`src/rtl/jtag_pkg.sv`:
```
// Shared definitions for the boundary-scan chain: default geometry, chain length and cell kinds.
package jtag_pkg;

  localparam int DEF_NUM_IN  = 4;
  localparam int DEF_NUM_OUT = 4;

  typedef enum logic {
    CELL_IN,
    CELL_OUT
  } cell_kind_e;

  function automatic int bsr_len(input int nin, input int nout);
    return nin + nout;
  endfunction

  // Low indices sit next to TDO and belong to the input (pad -> core) cells.
  function automatic cell_kind_e cell_kind(input int idx, input int nin);
    return (idx < nin) ? CELL_IN : CELL_OUT;
  endfunction

endpackage

```
`src/rtl/jtag_bsr_cell.sv`:
```
// One boundary-scan cell: capture/shift flop, update flop and the test/functional output mux.
module jtag_bsr_cell #(
  parameter logic SAFE_BIT = 1'b0
) (
  input  logic tck,
  input  logic reset,
  input  logic i_capture,
  input  logic i_shift,
  input  logic i_update,
  input  logic i_mode,
  input  logic i_par,
  input  logic i_scan_in,
  output logic o_scan_out,
  output logic o_out
);

  logic r_shift;
  logic r_upd;

  always_ff @(posedge tck) begin
    if (reset) begin
      r_shift <= 1'b0;
      r_upd   <= SAFE_BIT;
    end else begin
      if (i_capture) begin
        r_shift <= i_par;
      end else if (i_shift) begin
        r_shift <= i_scan_in;
      end
      // Update samples the pre-edge shift value regardless of capture/shift this edge.
      if (i_update) begin
        r_upd <= r_shift;
      end
    end
  end

  assign o_scan_out = r_shift;
  assign o_out      = i_mode ? r_upd : i_par;

endmodule

```
`src/rtl/jtag_bsr_chain.sv`:
```
// Boundary-scan register chain between core and pads; input cells occupy the TDO end of the chain.
module jtag_bsr_chain
  import jtag_pkg::*;
#(
  parameter int                           NUM_IN   = DEF_NUM_IN,
  parameter int                           NUM_OUT  = DEF_NUM_OUT,
  parameter logic [NUM_IN+NUM_OUT-1:0]    SAFE_VAL = '0
) (
  input  logic               tck,
  input  logic               reset,
  input  logic               bsr_tdi,
  output logic               bsr_tdo,
  input  logic               bsr_capture,
  input  logic               bsr_shift,
  input  logic               bsr_update,
  input  logic               bsr_mode,
  input  logic [NUM_IN-1:0]  pad_in,
  output logic [NUM_IN-1:0]  core_in,
  input  logic [NUM_OUT-1:0] core_out,
  output logic [NUM_OUT-1:0] pad_out
);

  localparam int L = bsr_len(NUM_IN, NUM_OUT);

  // w_scan[gi+1] feeds cell gi; TDI enters at the top, TDO leaves from cell 0.
  logic [L:0]   w_scan;
  logic [L-1:0] w_out;

  assign w_scan[L] = bsr_tdi;
  assign bsr_tdo   = w_scan[0];

  for (genvar gi = 0; gi < L; gi++) begin : g_cell
    logic w_par;

    if (cell_kind(gi, NUM_IN) == CELL_IN) begin : g_in
      assign w_par = pad_in[gi];
    end else begin : g_out
      assign w_par = core_out[gi-NUM_IN];
    end

    jtag_bsr_cell #(
      .SAFE_BIT (SAFE_VAL[gi])
    ) u_cell (
      .tck        (tck),
      .reset      (reset),
      .i_capture  (bsr_capture),
      .i_shift    (bsr_shift),
      .i_update   (bsr_update),
      .i_mode     (bsr_mode),
      .i_par      (w_par),
      .i_scan_in  (w_scan[gi+1]),
      .o_scan_out (w_scan[gi]),
      .o_out      (w_out[gi])
    );
  end

  assign core_in = w_out[NUM_IN-1:0];
  assign pad_out = w_out[L-1:NUM_IN];

endmodule

```
`config.mk`:
```
export PLATFORM = sky130hd
export DESIGN_NAME = jtag_bsr_chain
export DESIGN_NICKNAME = d
export VERILOG_FILES = /design/src/rtl/jtag_pkg.sv /design/src/rtl/jtag_bsr_cell.sv /design/src/rtl/jtag_bsr_chain.sv
export SDC_FILE = /design/constraint.sdc
export NUM_CORES = 1
export LEC_CHECK = 0
export ABC_AREA = 1
export ABC_CLOCK_PERIOD_IN_PS = 1000
export BUFFER_PORTS_ARGS = -buffer_cell sky130_fd_sc_hd__buf_2
export CAP_MARGIN = 20
export CORE_MARGIN = 5
export CORE_UTILIZATION = 46
export DETAILED_ROUTE_END_ITERATION = 8
export GPL_TIMING_DRIVEN = 0
export PLACE_DENSITY = 0.73
export SLEW_MARGIN = 20
export SYNTH_ARGS = -nofsm -noshare
export SYNTH_HDL_FRONTEND = slang
export SYNTH_HIERARCHICAL = 1
export SYNTH_SLANG_ARGS = --single-unit
export TNS_END_PERCENT = 50
```
`constraint.sdc`:
```
create_clock -name tck -period 1 [get_ports tck]
set_clock_uncertainty 0.1 [all_clocks]
set_input_delay 0.15 -clock tck [delete_from_list [all_inputs] [get_ports tck]]
set_output_delay 0.15 -clock tck [all_outputs]
set_load 0.005 [all_outputs]
```
After elaboration in Yosys (flattened, before gate mapping)
Cells that the tools add are included.
Operators by class
  multiplexer cells: 24
  reductions and logical operators: 1
Operator list (number)
  1-bit two-way mux: 24
  2-bit nonzero test: 1
Storage, ports and cells
  flip-flop bits (word level): 16
  bits of input ports: 15
  output and inout bits: 9

Longest topological paths before layout
Gate-level depths: netlist of run 1.
  word-level depth: 2
  gate-level depth with buffers: 4

Cells and area by module
Netlist of run 1, hierarchy kept.
Modules (own cells, without submodules)
  jtag_bsr_cell: instances 8, cells an instance 18, area each 106.4 um^2, seq. area each 40.0 um^2

Worst setup path before layout of run 1
OpenSTA, ideal clock, no wires.
  kind: register to register
  from: reg g_cell[0].u_cell/o_scan_out (netlist name)
  to: reg g_cell[0].u_cell.r_shift
  setup time: 117 ps
  data arrival time: 515 ps
  setup slack: 268 ps
  cell stages (with the launch flop): 5
  buffers on the path: 0
  period minus slack after synthesis: 732 ps
  cell sequence: dfxtp_1 -> inv_1 -> nor2_2 -> nor2_1 -> nor2_1
RTL lines
  end signal, assigned: line jtag_bsr_cell.sv:26  | r_shift <= i_par;
  end signal, assigned: line jtag_bsr_cell.sv:28  | r_shift <= i_scan_in;
  end, declared: line jtag_bsr_cell.sv:17  | logic r_shift;

Worst setup path in the final report of run 1
  from: reg g_cell[5].u_cell.r_upd
  to: out pad_out[1]
On the way
  longest elaborated chain between the ends: 1
Ends and longest elaborated chain
  start, declared: line jtag_bsr_cell.sv:18  | logic r_upd;
  start signal, assigned: line jtag_bsr_cell.sv:32  | r_upd <= r_shift;
  1-bit two-way mux: line jtag_bsr_cell.sv:38  | assign o_out = i_mode ? r_upd : i_par;
  end, declared: line jtag_bsr_chain.sv:20  | output logic [NUM_OUT-1:0] pad_out
No other way between the ends.

==> reports/results.txt, run 1 <==
Status: complete, but fails checks
Failing checks: setup timing
Cts hold-fix bufs: 0
Grt ovf: 0
Crit end category: primary output
Fin crit period: 1.13 ns
Cell Rows: 15
Synth Instances: 144
I/O Pins: 24
CTS tree: built
Max Cap Viol: 0
Layout Utilization: 0.599
Number of buffers created by CTS: 3
Sequential share of the synthesized area: 0.376
Final-report max-slew violation count: 0
Critical path data arrival time: 0.88 ns
Post-DR wirelength/cell: 9.86 um
CP Cell Sequence: nand2_1 > o21ai_0 > buf_2
Most common cell after layout, fill and taps aside: inv_1
CP max stage delay: 0.33 ns
Post-route setup slack: -0.131 ns
Area delta synth->final: 22.8%
Fin nets: 187
Core area: 1750 um^2
WHS Endpoint: g_cell[0].u_cell/o_scan_out
Sequential power share: 0.509
P_sw: 394 uW
Synth Area per Inst: 5.91 um^2
Reg-to-Reg End: g_cell[2].u_cell/o_scan_out
Final count of hold timing violations: 0
Most frequent cells in the layout: inv_1 (40), nor2_1 (32), nand2_1 (24)
Worst Tran Pin Value: 0.352 ns
Crit path kind: register to primary output
Hold path start: pad_in[0]
Netlist cell types: 6
Final period util: 1.13
# setup viols final: 8
Internal: 1.01 mW
First-pass GRT wire length: 3.24 mm
Die Y-Extent: 53.0 um
Global Route Usage Sum: 0.162
CTS Sinks: 16
Die width: 53.0 um
Initial core utilization: 0.487
CP required: 0.75 ns
Peak VDD IR: 687 uV
Ant diodes: 0
H-Tree Depth: 1
CP Max Fanout: 2
Max Fclk: 884 MHz
DR iter-0 viols: 11
Hold path depth: 3
Reg2Reg Setup Slack: 0.18 ns
Clock Power Share: 0.318
RSZ-0062 raised after global routing: yes
Pre-antenna DRT Iters: 4
LEAKAGE: 0.605 nW
Number of global-route vias before repair: 807
IO Port Bufs: 23
Full die area: 2810 um^2
Largest net degree at the start of global routing: 17
Total Power: 1.40 mW
Synth Warn #: 6
Reg2Reg Launch Point: g_cell[2].u_cell/o_scan_out
GPL Wtd Cong: 0.743
Synthesized cell area: 851 um^2
Crit-path slowest cell: dfxtp_2
Vias/cell: 4.48
Clock Latency Late Sink: 0.29 ns
Reg clk slew, reported paths: 0.10 ns
Fillers: 173
FF-to-FF path depth: 4
Final WL: 1.93 mm
Layout cells sized above 1: 0.257
Power Dens Cells: 1340 nW/um^2
Critical path launch point type: register
Setup TNS: -0.933 ns
Dpl hpwl: 1.40 mm
Initial antenna violation count: 0
Post-synthesis register bit count: 16
Clk buf depth: 2
Switching Share: 0.281
Via count: 879
Combinational Power Share: 0.173
Root buf cell: clkbuf_4
DRC: 0
Post-synth net total: 159
Antenna Nets Post-Route: 0
Rel. slew slack: 0.765
Tightest Hold Check Type: primary input to register
[cell type report]
type	instances	area (um^2)	area share
multi-input cells	88	380	0.364
flip-flops and latches	16	332	0.317
repair buffers	23	115	0.110
clock buffers	4	36.3	0.0347
inverters	40	150	0.144
well taps	25	31.3	0.0299
[per-layer routing]
metal  up-vias  track usage  wire length (um)
met5         -            0                 0
met4         0       0.0894                29
met3         4       0.0338                69
met2        17        0.298               961
met1       385        0.170               871
li1        473            -                 -
[synth_stat cells]
| master | number | area share |
|---|---|---|
| inv_1 | 40 | 0.18 |
| nor2_1 | 32 | 0.14 |
| nand2_1 | 24 | 0.11 |
| o21ai_0 | 24 | 0.14 |
| dfxtp_1 | 16 | 0.38 |
| nor2_2 | 8 | 0.059 |
[power groups by stage]
stage / clock network (mW) / logic [mW] / registers [mW]
floorplan: 0 / 0.133 / 0.717
global placement: 0 / 0.233 / 0.722
detailed placement: 0 / 0.242 / 0.725
CTS: 0.458 / 0.244 / 0.714
global route: 0.484 / 0.284 / 0.722
finish: 0.445 / 0.243 / 0.714
[metrics by stage]
| step | instances | hold WS (ns) | instance area, um^2 | worst slack (ns) |
|---|---|---|---|---|
| after floorplan | 144 | 0.202 | 851 | 0.268 |
| after global placement | 192 | 0.334 | 997 | 0.0704 |
| after detailed placement | 192 | 0.342 | 997 | 0.0486 |
| after CTS | 196 | 0.0252 | 1040 | -0.138 |
| after global routing | 196 | 0.0650 | 1040 | -0.197 |
| final | 196 | 0.0352 | 1040 | -0.131 |
[state kept, by name (all words and copies together) (netlist names)]
| register | count |
|---|---|
| g_cell.u_cell/r_upd | 8 |
| g_cell.u_cell/o_scan_out | 8 |
[worst max-delay path, delay by kind of cell, from the launching register on]
family | cells | cell delay [ns]
DFF | 1 | 0.33
AOI/OAI and AO/OA | 1 | 0.07
buffers and inverters | 1 | 0.14
and+or+nand+nor | 1 | 0.04
[how the worst max path moves through the flow]
stage,from,end,cells after the start
CTS,g_cell[6].u_cell/r_upd,pad_out[2],3
detailed placement,bsr_mode,pad_out[2],4
global route,g_cell[6].u_cell/r_upd,pad_out[2],3
global placement,bsr_mode,pad_out[1],4
finish,g_cell[5].u_cell/r_upd,pad_out[1],3
floorplan,g_cell[0].u_cell/o_scan_out,g_cell[0].u_cell/o_scan_out,4
[logic make-up after synthesis]
kind of cell    synth area share
compound gates             0.141
simple gates               0.306
buf+inv                    0.176
flops                      0.376
[timing repair]
action / 4_1_cts / 5_1_grt
endpoints found under the setup margin: 9 / 9
setup buffers: 0 / 0
gates resized for setup: 11 / 2
cloned: 0 / 0
Note: power is estimated with default switching activity, not from simulation.
==> inputs of run 2 (changes only) <==
BUFFER_PORTS_ARGS = -buffer_cell sky130_fd_sc_hd__buf_4   (was -buffer_cell sky130_fd_sc_hd__buf_2)
RECOVER_POWER = 25   (was unset)
==> reports/results.txt, run 2 (synthesis gave the netlist of run 1 again) <==
Critical path data arrival time: 0.85 ns
WHS Endpoint: g_cell[1].u_cell/o_scan_out
Placed Area: 1050 um^2
RSZ-0062 raised after global routing: yes
Crit path kind: register to primary output
Rel. slew slack: 0.865
I/O Pins: 24
Fin nets: 187
CP Max Fanout: 2
Vias/cell: 4.32
DR iter-0 viols: 14
GPL Wtd Cong: 0.735
Pre-antenna DRT Iters: 4
Cts hold-fix bufs: 0
CTS tree: built
LEAKAGE: 0.615 nW
Initial core utilization: 0.487
CP required: 0.75 ns
Root buf cell: clkbuf_4
Layout cells sized above 1: 0.241
Critical path launch point type: register
FF-to-FF path depth: 4
Hold Worst Slack: 0.0426 ns
Ant diodes: 0
Antenna Nets Post-Route: 0
Reg2Reg Launch Point: g_cell[5].u_cell/o_scan_out
Die Y-Extent: 53.0 um
Max Cap Viol: 0
Largest net degree at the start of global routing: 17
Reg clk slew, reported paths: 0.09 ns
Post-route setup slack: -0.103 ns
Clk buf depth: 2
Status: complete, but fails checks
Grt ovf: 0
Via count: 842
Fillers: 179
Fin crit period: 1.10 ns
Peak VDD IR: 778 uV
DRC: 0
Clock Latency Late Sink: 0.27 ns
Full die area: 2810 um^2
Post-DR wirelength/cell: 9.51 um
Crit-path slowest cell: dfxtp_1
CP max stage delay: 0.34 ns
First-pass GRT wire length: 3.05 mm
Failing checks: setup timing
Most common cell after layout, fill and taps aside: inv_1
Area delta synth->final: 28.2%
Sequential cell area: 328 um^2
Hold path start: pad_in[1]
Final period util: 1.10
Reg-to-Reg End: g_cell[5].u_cell/o_scan_out
Final count of hold timing violations: 0
Final-report max-slew violation count: 0
Hold path depth: 3
Number of buffers created by CTS: 3
Initial antenna violation count: 0
Crit-path leading delay family: flip-flops
Final WL: 1.85 mm
IO Port Bufs: 23
H-Tree Depth: 1
Die width: 53.0 um
Reg2Reg Setup Slack: 0.21 ns
Cell Rows: 15
Worst Tran Pin Value: 0.202 ns
CP Cell Sequence: nand2_1 > o21ai_1 > buf_4
# setup viols final: 8
Tightest Hold Check Type: primary input to register
Buf+Inv Stages, Crit Path: 1
Cell area after layout: 1090 um^2
Core area: 1750 um^2
Number of global-route vias before repair: 745
Max Fclk: 906 MHz
Global Route Usage Sum: 0.152
CTS Sinks: 16
Most frequent cells in the layout: inv_1 (40), nor2_1 (32), nand2_1 (23)
Dpl hpwl: 1.39 mm
Multi-input logic area: 383 um^2
Power Dens Cells: 1200 nW/um^2
Crit end category: primary output
-- run 2: cell count changes in the layout (fill, tap and decap cells not counted) --
cell	delta
o21ai_1	+2
clkbuf_8	-1
dfxtp_1	+3
dfxtp_2	-3
nand2_1	-1
buf_4	+22
buf_6	+1
buf_2	-23
o21ai_0	-2
nand2_2	+1
-- run 2: tightest hold or removal path: cells and delay by family --
family / cells / cell delay (ns)
AOI/OAI and AO/OA: 1 / 0.07
buffers and inverters: 1 / 0.08
and+or+nand+nor: 1 / 0.08
-- run 2: what timing repair did --
action | CTS | global route
setup buffers | 0 | 0
resized for setup | 14 | 3
endpoints found under the setup margin | 9 | 9
hold endpoints to repair | 0 | 0
-- run 2: worst max-delay path by stage --
stage | endpoint | start | depth (start not counted) | slack (ns)
4_1_cts | core_in[3] | g_cell[3].u_cell/r_upd | 3 | -0.11
5_1_grt | core_in[1] | g_cell[1].u_cell/r_upd | 3 | -0.19
2_1_floorplan | g_cell[0].u_cell/o_scan_out | g_cell[0].u_cell/o_scan_out | 4 | 0.27
3_5_place_dp | pad_out[1] | bsr_mode | 3 | 0.11
6_report | pad_out[0] | g_cell[4].u_cell/r_upd | 3 | -0.10
3_3_place_gp | pad_out[2] | bsr_mode | 3 | 0.13
-- run 2: cell type report --
| type | count | area share |
|---|---|---|
| repair buffers | 23 | 0.162 |
| multi-input cells | 88 | 0.351 |
| flip-flops and latches | 16 | 0.300 |
| clock buffers | 3 | 0.0206 |
| inverters | 40 | 0.138 |
| well taps | 25 | 0.0287 |
-- run 2: per-layer routing --
metal | track usage | up-vias | share of wire
met2 | 0.264 | 14 | 0.51
met4 | 0.0766 | 0 | 0.0086
met3 | 0.0254 | 2 | 0.049
met1 | 0.176 | 356 | 0.43
met5 | 0 | - | 0
li1 | - | 470 | -
-- run 2: power breakdown --
part           internal [mW]  switching [mW]  leakage (nW)
logic                  0.132           0.143         0.467
clock network          0.139           0.186        0.0138
registers              0.685          0.0281         0.135
total                  0.956           0.358         0.615
-- run 2: stage by stage --
step / instances / worst slack (ns) / TNS [ns] / power (mW) / util
after global placement: 192 / 0.128 / 0 / 0.987 / 0.604
after detailed placement: 192 / 0.113 / 0 / 0.997 / 0.604
final: 195 / -0.103 / -0.773 / 1.31 / 0.625
after CTS: 195 / -0.115 / -0.871 / 1.34 / 0.624
after floorplan: 144 / 0.268 / 0 / 0.850 / -
after global routing: 195 / -0.190 / -1.40 / 1.41 / 0.625
==> inputs of run 3 (changes only) <==
CORE_MARGIN = 2   (was 5)
==> reports/results.txt, run 3 (synthesis gave the netlist of run 1 again) <==
Status: complete, but fails checks
Failing checks: setup timing
Area delta synth->final: 28.1%
Clk buf depth: 2
Initial core utilization: 0.493
WP depth: 3
DRC: 0
Initial antenna violation count: 0
Reg clk slew, reported paths: 0.09 ns
CP max stage delay: 0.34 ns
Critical path launch point type: register
Reg-to-Reg End: g_cell[3].u_cell/o_scan_out
Max Cap Viol: 0
Crit path capture: core_in[2]
Most frequent cells in the layout: inv_1 (40), nor2_1 (32), nand2_1 (24)
Post-DR wirelength/cell: 9.24 um
Grt ovf: 0
Layout Utilization: 0.631
FF-to-FF path depth: 4
CP required: 0.75 ns
# setup viols final: 8
Global Route Usage Sum: 0.187
Cell Rows: 15
Pre-antenna DRT Iters: 4
Die Y-Extent: 47.0 um
Tightest Hold Check Type: primary input to register
Crit path kind: register to primary output
IO Port Bufs: 23
Ant diodes: 0
Post-CTS Setup Inserts: 0
Die width: 47.0 um
Clock Latency Late Sink: 0.28 ns
Peak VDD IR: 665 uV
CTS tree: built
Dpl hpwl: 1.27 mm
RSZ-0062 raised after global routing: yes
Number of global-route vias before repair: 693
Power Dens Cells: 1210 nW/um^2
H-Tree Depth: 1
Antenna Nets Post-Route: 0
Vias/cell: 4.35
Crit-path leading delay family: flip-flops
Setup crit start: g_cell[2].u_cell/r_upd
GPL Wtd Cong: 0.749
CP Max Fanout: 2
Placed Area: 1050 um^2
Max Fclk: 874 MHz
Rel. slew slack: 0.865
CTS Sinks: 16
I/O Pins: 24
Final WL: 1.80 mm
Final period util: 1.14
Cell area after layout: 1090 um^2
Full die area: 2210 um^2
Final-report max-slew violation count: 0
Fin crit period: 1.14 ns
Number of buffers created by CTS: 3
Most common cell after layout, fill and taps aside: inv_1
Buf+Inv Stages, Crit Path: 1
Critical path data arrival time: 0.89 ns
Reg2Reg Setup Slack: 0.21 ns
Fin nets: 187
Fillers: 176
Layout cells sized above 1: 0.241
Crit end category: primary output
Core area: 1730 um^2
Final count of hold timing violations: 0
Post-route setup slack: -0.144 ns
First-pass GRT wire length: 2.77 mm
Via count: 848
Root buf cell: clkbuf_4
Largest net degree at the start of global routing: 17
LEAKAGE: 0.615 nW
Total Power: 1.32 mW
Crit-path slowest cell: dfxtp_2
Worst Tran Pin Value: 0.202 ns
CP Cell Sequence: nand2_1 > o21ai_1 > buf_4
Reg2Reg Launch Point: g_cell[3].u_cell/o_scan_out
DR iter-0 viols: 21
[run 3: tightest hold or removal path: stages]
cell,delay [ns]
buf_4,0.08
o21ai_0,0.07
nor2_1,0.09
[run 3: layout make-up]
| cell class | instances | area, um^2 | share of cell area |
|---|---|---|---|
| clock buffers | 3 | 22.5 | 0.0207 |
| inverters | 40 | 150 | 0.138 |
| multi-input cells | 88 | 380 | 0.349 |
| flip-flops and latches | 16 | 329 | 0.302 |
| well taps | 25 | 31.3 | 0.0287 |
| repair buffers | 23 | 176 | 0.162 |
[run 3: through the flow]
step / cells / setup WS [ns] / hold slack, ns / setup TNS [ns]
after global routing: 195 / -0.188 / 0.0443 / -1.41
after CTS: 195 / -0.136 / 0.0292 / -0.990
after floorplan: 144 / 0.268 / 0.202 / 0
after detailed placement: 192 / 0.0880 / 0.331 / 0
after global placement: 192 / 0.102 / 0.323 / 0
final: 195 / -0.144 / 0.0380 / -0.865
[run 3: worst min path at each step]
stage                 from                          end  cells past startpoint
3_5_place_dp     pad_in[3]  g_cell[3].u_cell/o_scan_out                      3
5_1_grt          pad_in[3]  g_cell[3].u_cell/o_scan_out                      3
6_report         pad_in[3]  g_cell[3].u_cell/o_scan_out                      3
3_3_place_gp   core_out[2]  g_cell[6].u_cell/o_scan_out                      3
2_1_floorplan   bsr_update       g_cell[0].u_cell/r_upd                      2
4_1_cts          pad_in[3]  g_cell[3].u_cell/o_scan_out                      3
[run 3: repair_timing]
item                                    CTS  global route
endpoints found under the setup margin    9             9
resized for setup                         9             3
hold buffers                              0             0
[run 3: report_power, final]
| group | internal, mW | leakage (nW) | switching (mW) |
|---|---|---|---|
| clock network | 0.140 | 0.0138 | 0.191 |
| logic | 0.130 | 0.466 | 0.143 |
| registers | 0.686 | 0.135 | 0.0276 |
| total | 0.955 | 0.615 | 0.361 |
[run 3: layer usage]
layer | vias up | track usage | wire length, um
met3 | 2 | 0.0500 | 80
met4 | 0 | 0.111 | 24
met5 | - | 0 | 0
met1 | 361 | 0.216 | 775
met2 | 15 | 0.310 | 921
li1 | 470 | - | -
